`src/rtl/block_mean_calc.sv`:
```
// Per-block luma averaging for local dimming: accumulates each block of a block row,
// then streams one saturated 8-bit mean per block through a two-stage multiply pipeline.
module block_mean_calc #(
    parameter int H_BLOCKS = 8,
    parameter int V_BLOCKS = 5,
    parameter int BLK_W    = 160,
    parameter int BLK_H    = 144,
    parameter int SUM_W    = 23,
    parameter int RECIP    = 11651,
    parameter int SHIFT    = 28
) (
    input  logic       clk,
    input  logic       rstn,
    input  logic       vs_in,
    input  logic       de_in,
    input  logic [7:0] y_in,
    output logic [7:0] block_mean,
    output logic       data_vaild,
    output logic [5:0] block_v_cnt
);
    localparam int PX_W   = $clog2(BLK_W + 1);
    localparam int LN_W   = $clog2(BLK_H + 1);
    localparam int HB_W   = $clog2(H_BLOCKS + 1);
    localparam int PROD_W = SUM_W + 16;

    localparam logic [PX_W-1:0]   PX_LAST   = PX_W'(BLK_W - 1);
    localparam logic [LN_W-1:0]   LN_LAST   = LN_W'(BLK_H - 1);
    localparam logic [HB_W-1:0]   HB_END    = HB_W'(H_BLOCKS);
    localparam logic [HB_W-1:0]   K_LAST    = HB_W'(H_BLOCKS - 1);
    localparam logic [5:0]        VB_END    = 6'(V_BLOCKS);
    localparam logic [PROD_W-1:0] RECIP_EXT = PROD_W'(RECIP);
    localparam logic [PROD_W-1:0] MEAN_MAX  = PROD_W'(255);

    typedef enum logic {IDLE, EMIT} state_t;

    state_t            state_q, state_d;
    logic              de_q, vs_q;
    logic [PX_W-1:0]   px_cnt_q, px_cnt_d;
    logic [HB_W-1:0]   hb_idx_q, hb_idx_d;
    logic [LN_W-1:0]   ln_cnt_q, ln_cnt_d;
    logic [5:0]        vb_idx_q, vb_idx_d;
    logic [SUM_W-1:0]  acc_q [H_BLOCKS];
    logic [SUM_W-1:0]  acc_d [H_BLOCKS];
    logic [SUM_W-1:0]  hold_q [H_BLOCKS];
    logic [SUM_W-1:0]  hold_d [H_BLOCKS];
    logic [HB_W-1:0]   k_q, k_d;
    logic [5:0]        row_q, row_d;
    logic [PROD_W-1:0] prod_q, prod_d;
    logic              s1_vld_q, s1_vld_d;
    logic [7:0]        mean_q, mean_d;
    logic              vld_q, vld_d;

    logic              vs_rise, eol;
    logic [PROD_W-1:0] shifted;

    assign vs_rise = vs_in & ~vs_q;
    assign eol     = ~de_in & de_q;
    assign shifted = prod_q >> SHIFT;

    always_comb begin
        state_d  = state_q;
        px_cnt_d = px_cnt_q;
        hb_idx_d = hb_idx_q;
        ln_cnt_d = ln_cnt_q;
        vb_idx_d = vb_idx_q;
        acc_d    = acc_q;
        hold_d   = hold_q;
        k_d      = k_q;
        row_d    = row_q;
        prod_d   = prod_q;
        s1_vld_d = 1'b0;
        mean_d   = mean_q;
        vld_d    = 1'b0;

        if (vs_rise) begin
            // Frame restart discards partial rows and anything still in flight.
            state_d  = IDLE;
            px_cnt_d = '0;
            hb_idx_d = '0;
            ln_cnt_d = '0;
            vb_idx_d = '0;
            k_d      = '0;
            for (int i = 0; i < H_BLOCKS; i++) acc_d[i] = '0;
        end else begin
            if (de_in && hb_idx_q < HB_END && vb_idx_q < VB_END) begin
                acc_d[hb_idx_q] = acc_q[hb_idx_q] + SUM_W'(y_in);
                if (px_cnt_q == PX_LAST) begin
                    px_cnt_d = '0;
                    hb_idx_d = hb_idx_q + 1'b1;
                end else begin
                    px_cnt_d = px_cnt_q + 1'b1;
                end
            end

            if (state_q == EMIT) begin
                prod_d   = PROD_W'(hold_q[k_q]) * RECIP_EXT;
                s1_vld_d = 1'b1;
                if (k_q == K_LAST) begin
                    state_d = IDLE;
                end else begin
                    k_d = k_q + 1'b1;
                end
            end

            if (eol) begin
                px_cnt_d = '0;
                hb_idx_d = '0;
                if (vb_idx_q < VB_END) begin
                    if (ln_cnt_q == LN_LAST) begin
                        ln_cnt_d = '0;
                        hold_d   = acc_q;
                        for (int i = 0; i < H_BLOCKS; i++) acc_d[i] = '0;
                        row_d    = vb_idx_q;
                        vb_idx_d = vb_idx_q + 1'b1;
                        state_d  = EMIT;
                        k_d      = '0;
                    end else begin
                        ln_cnt_d = ln_cnt_q + 1'b1;
                    end
                end
            end

            vld_d = s1_vld_q;
            if (s1_vld_q) begin
                mean_d = (shifted > MEAN_MAX) ? 8'hFF : shifted[7:0];
            end
        end
    end

    always_ff @(posedge clk or negedge rstn) begin
        if (!rstn) begin
            state_q  <= IDLE;
            de_q     <= 1'b0;
            vs_q     <= 1'b0;
            px_cnt_q <= '0;
            hb_idx_q <= '0;
            ln_cnt_q <= '0;
            vb_idx_q <= '0;
            for (int i = 0; i < H_BLOCKS; i++) begin
                acc_q[i]  <= '0;
                hold_q[i] <= '0;
            end
            k_q      <= '0;
            row_q    <= '0;
            prod_q   <= '0;
            s1_vld_q <= 1'b0;
            mean_q   <= '0;
            vld_q    <= 1'b0;
        end else begin
            state_q  <= state_d;
            de_q     <= de_in;
            vs_q     <= vs_in;
            px_cnt_q <= px_cnt_d;
            hb_idx_q <= hb_idx_d;
            ln_cnt_q <= ln_cnt_d;
            vb_idx_q <= vb_idx_d;
            acc_q    <= acc_d;
            hold_q   <= hold_d;
            k_q      <= k_d;
            row_q    <= row_d;
            prod_q   <= prod_d;
            s1_vld_q <= s1_vld_d;
            mean_q   <= mean_d;
            vld_q    <= vld_d;
        end
    end

    assign block_mean  = mean_q;
    assign data_vaild  = vld_q;
    assign block_v_cnt = row_q;

endmodule

```
`config.mk`:
```
export PLATFORM = sky130hd
export DESIGN_NAME = block_mean_calc
export DESIGN_NICKNAME = d
export VERILOG_FILES = /design/src/rtl/block_mean_calc.sv
export SDC_FILE = /design/constraint.sdc
export NUM_CORES = 1
export LEC_CHECK = 0
export CORE_UTILIZATION = 35
export CTS_CLUSTER_DIAMETER = 50
export DETAILED_ROUTE_END_ITERATION = 6
export PLACE_DENSITY = 0.58
export SLEW_MARGIN = 40
export SYNTH_ARGS = -nofsm -noshare
export SYNTH_HDL_FRONTEND = slang
export SYNTH_SLANG_ARGS = --single-unit
```
`constraint.sdc`:
```
create_clock -name clk -period 10.9 [get_ports clk]
set_input_delay 2.18 -clock clk [delete_from_list [all_inputs] [get_ports clk]]
set_output_delay 2.18 -clock clk [all_outputs]
set_load 0.02 [all_outputs]
```
==> results.py <==
metrics = {
    "sta": {
        "fmax_ghz": 0.1211,
        "fin_crit_sh": 0.7575,
        "period_needed_ns": 8.256,
        "worst_pin_slew_ns": 0.9174,
        "hold_slack_ns": 0.4910,
        "rsz0062_at_grt": "no",
        "finalHoldViolCount": 0,
        "finalSetupTns_ns": 0,
        "max-slew-margin-rel": 0.3709,
        "skew_ns": 0.03009,
        "slew_violations": 0,
        "final-setup-viol-count": 0,
        "timing.final.ws_setup_ns": 2.644,
    },
    "logic_synthesis": {
        "avgSynthCellArea_um2": 10.61,
        "synth_seq_cells": 426,
        "yosysMostFrequentCell": "dfrtp_1",
        "yosysTopAreaCellShare": 0.4181,
        "synth_seq_area_share": 0.4181,
        "synth_cell_types": 82,
        "syn-cell-area_um2": 25500,
        "async_flop_share": 1.000,
        "synth_edf_count": 0,
        "synth_top_area_cell": "dfrtp_1",
        "syn_nets": 2656,
        "yosys_warnings": 0,
        "synth.area.top_cells": "dfrtp_1, mux2_2, ha_1, fa_1, nand2_1",
        "synth_ff_type": "dfrtp_1",
        "synth_cells": 2402,
        "synth_common_cells": "dfrtp_1, nand2_1, mux2_2",
    },
    "layout": {
        "fill_cells": 6878,
        "syn2layout_area_growth_pct": 11.99,
        "drive_gt1_frac": 0.1729,
        "post-route-cell-area_um2": 28550,
        "antenna_cells": 0,
        "fin_nets": 2639,
        "multi_input_area_um2": 13620,
        "register_area_um2": 10670,
    },
    "cts": {
        "cts_setup_buffers": 0,
        "cts_root_buf": "clkbuf_16",
        "cts_sinks": 426,
        "cts_inserted_buffers": 48,
        "clk_path_buf_depth": 3,
        "clkSlewWorstSetupHoldPaths_ns": 0.06,
        "htree_levels": 2,
        "cts_tree": "done",
        "cts.repair.resized": 0,
        "postCtsHoldBufs": 0,
        "insertion_delay_ns": 0.60,
    },
    "floorplanning": {
        "die_y_um": 271.9,
        "initial_core_util": 0.3555,
        "dieArea_um2": 73930,
        "num_io_pins": 27,
        "rows": 98,
        "die_w_um": 271.9,
        "core_area_um2": 71730,
    },
    "setup_path": {
        "crit_arrival_ns": 8.71,
        "path_max_fanout": 31,
        "required_ns": 11.35,
        "startpoint_type": "flip-flop",
        "end_kind": "flip-flop",
        "path_class": "flip-flop to flip-flop",
    },
    "detailed_routing": {
        "dr.pass1.iters": 7,
        "drt_wl_total_um": 69970,
        "wire_per_inst_um": 20.74,
        "viasPerCell": 5.372,
        "drc_errors": 0,
        "initialDrtViolationCount": 1313,
        "vias": 18120,
        "ant_nets": 0,
    },
    "place": {
        "post-place-ws_ns": 2.610,
        "placed_cell_area_um2": 26830,
        "place.gp.congestion": 0.8771,
        "hpwl_um": 47440,
        "port_buffers": 26,
    },
    "pwr": {
        "power_mw": 3.629,
        "vdd_drop_max_v": 0.0001154,
        "p_leak_nw": 13.39,
        "power_density_nw_per_um2": 127.1,
    },
    "hold_path": {
        "hold_class": "flip-flop to flip-flop",
    },
    "global_routing": {
        "gr-total-overflow": 0,
        "grt_max_degree": 94,
        "grt_pass1_vias": 19040,
        "antenna_found_initial": 0,
        "grt_pass1_wl_um": 110600,
        "grt_usage": 0.1909,
    },
    "job": {
        "cap_violations": 0,
    },
    "status": {
        "status": "complete, no violations",
    },
}
[area by class of cell]
| cell class | instances | area share |
|---|---|---|
| repair buffers | 63 | 0.02208 |
| multi-input cells | 1647 | 0.4770 |
| clock buffers | 66 | 0.04767 |
| well taps | 950 | 0.04163 |
| flip-flops and latches | 426 | 0.3738 |
| inverters | 199 | 0.02616 |
| clock inverters | 22 | 0.01166 |
[final timing paths]
kind | slack, ns | startpoint | cells past startpoint | endpoint
worst max-delay path | 2.64 | k_q[0] | 23 | prod_q[34]
worst max register to register | 2.64 | k_q[0] | 23 | prod_q[34]
min in group asynchronous | 1.59 | rstn | 1 | block_v_cnt[3]
max in group asynchronous | 7.68 | rstn | 4 | block_mean[3]
worst min register to register | 0.49 | prod_q[28] | 2 | prod_q[28]
worst min-delay path | 0.49 | prod_q[28] | 2 | prod_q[28]
[through the flow]
| stage | utilization | instances |
|---|---|---|
| 2_1_floorplan | - | 2402 |
| 3_3_place_gp | 0.3719 | 3279 |
| 3_5_place_dp | 0.3740 | 3284 |
| 4_1_cts | 0.3976 | 3372 |
| 5_1_grt | 0.3981 | 3373 |
| 6_report | 0.3981 | 3373 |
[state kept, by name, summed over array words and instances (netlist names), 4 cells and up]
register	flops
hold_q	184
block_v_cnt	6
prod_q	9
hb_idx_q	4
acc_q	184
k_q	4
block_mean	8
vb_idx_q	6
px_cnt_q	8
ln_cnt_q	8
[worst max-delay path, stage by stage (launching register included)]
cell,delay (ns)
dfrtp_4,0.93
buf_4,0.48
mux4_2,0.57
mux2i_1,0.38
inv_1,0.17
ha_1,0.35
inv_1,0.07
fa_1,0.52
fa_1,0.43
fa_1,0.51
inv_1,0.06
fa_1,0.48
inv_1,0.06
fa_1,0.38
inv_1,0.07
ha_1,0.26
a211oi_1,0.26
nor2_1,0.08
o41ai_1,0.53
a21oi_1,0.18
or4b_2,0.67
a221oi_1,0.35
xor2_1,0.18
o21ai_0,0.09
[report_power, final]
| group | switching [mW] | total (mW) | internal, mW | leakage, nW |
|---|---|---|---|---|
| sequential | 0.0187 | 1.62 | 1.60 | 5.91 |
| clock | 0.677 | 1.72 | 1.05 | 0.821 |
| combinational | 0.193 | 0.282 | 0.0887 | 6.65 |
| total | 0.888 | 3.63 | 2.74 | 13.4 |
[placed cells by master, fill, tap and decap left out, types with 9 or more instances in the layout]
cell and count:
dfrtp_1 422, nand2_1 341, mux2_2 204, inv_1 197
a21oi_1 188, ha_1 157, nor2_1 136, fa_1 85
mux2i_1 68, nand3_1 64, o21ai_0 53, mux4_2 52
clkbuf_16 50, xor2_1 30, a211oi_1 27, buf_4 27
nand4_1 25, clkdlybuf4s50_1 25, xnor2_1 18, or3_1 14
clkbuf_1 11, a21o_1 9, nor2b_1 9
[cell families (layout without fill, tap and decap cells)]
family | after synthesis | count (layout) | share of synthesized area
compound gates | 359 | 359 | 0.08745
mux | 334 | 334 | 0.1675
fa+ha+maj | 242 | 242 | 0.1438
simple gates | 663 | 663 | 0.1136
buf+inv | 329 | 350 | 0.05246
flops | 426 | 426 | 0.4181
xor+xnor | 49 | 49 | 0.01713
[per-layer routing]
metal / global-route usage / part of all wire / vias up
li1: - / - / 8271
met1: 0.2557 / 0.43 / 9257
met2: 0.3256 / 0.49 / 478
met3: 0.02133 / 0.054 / 114
met4: 0.05426 / 0.026 / 0
met5: 0 / 0 / -
No activity file was read; power rests on OpenSTA's default activity.
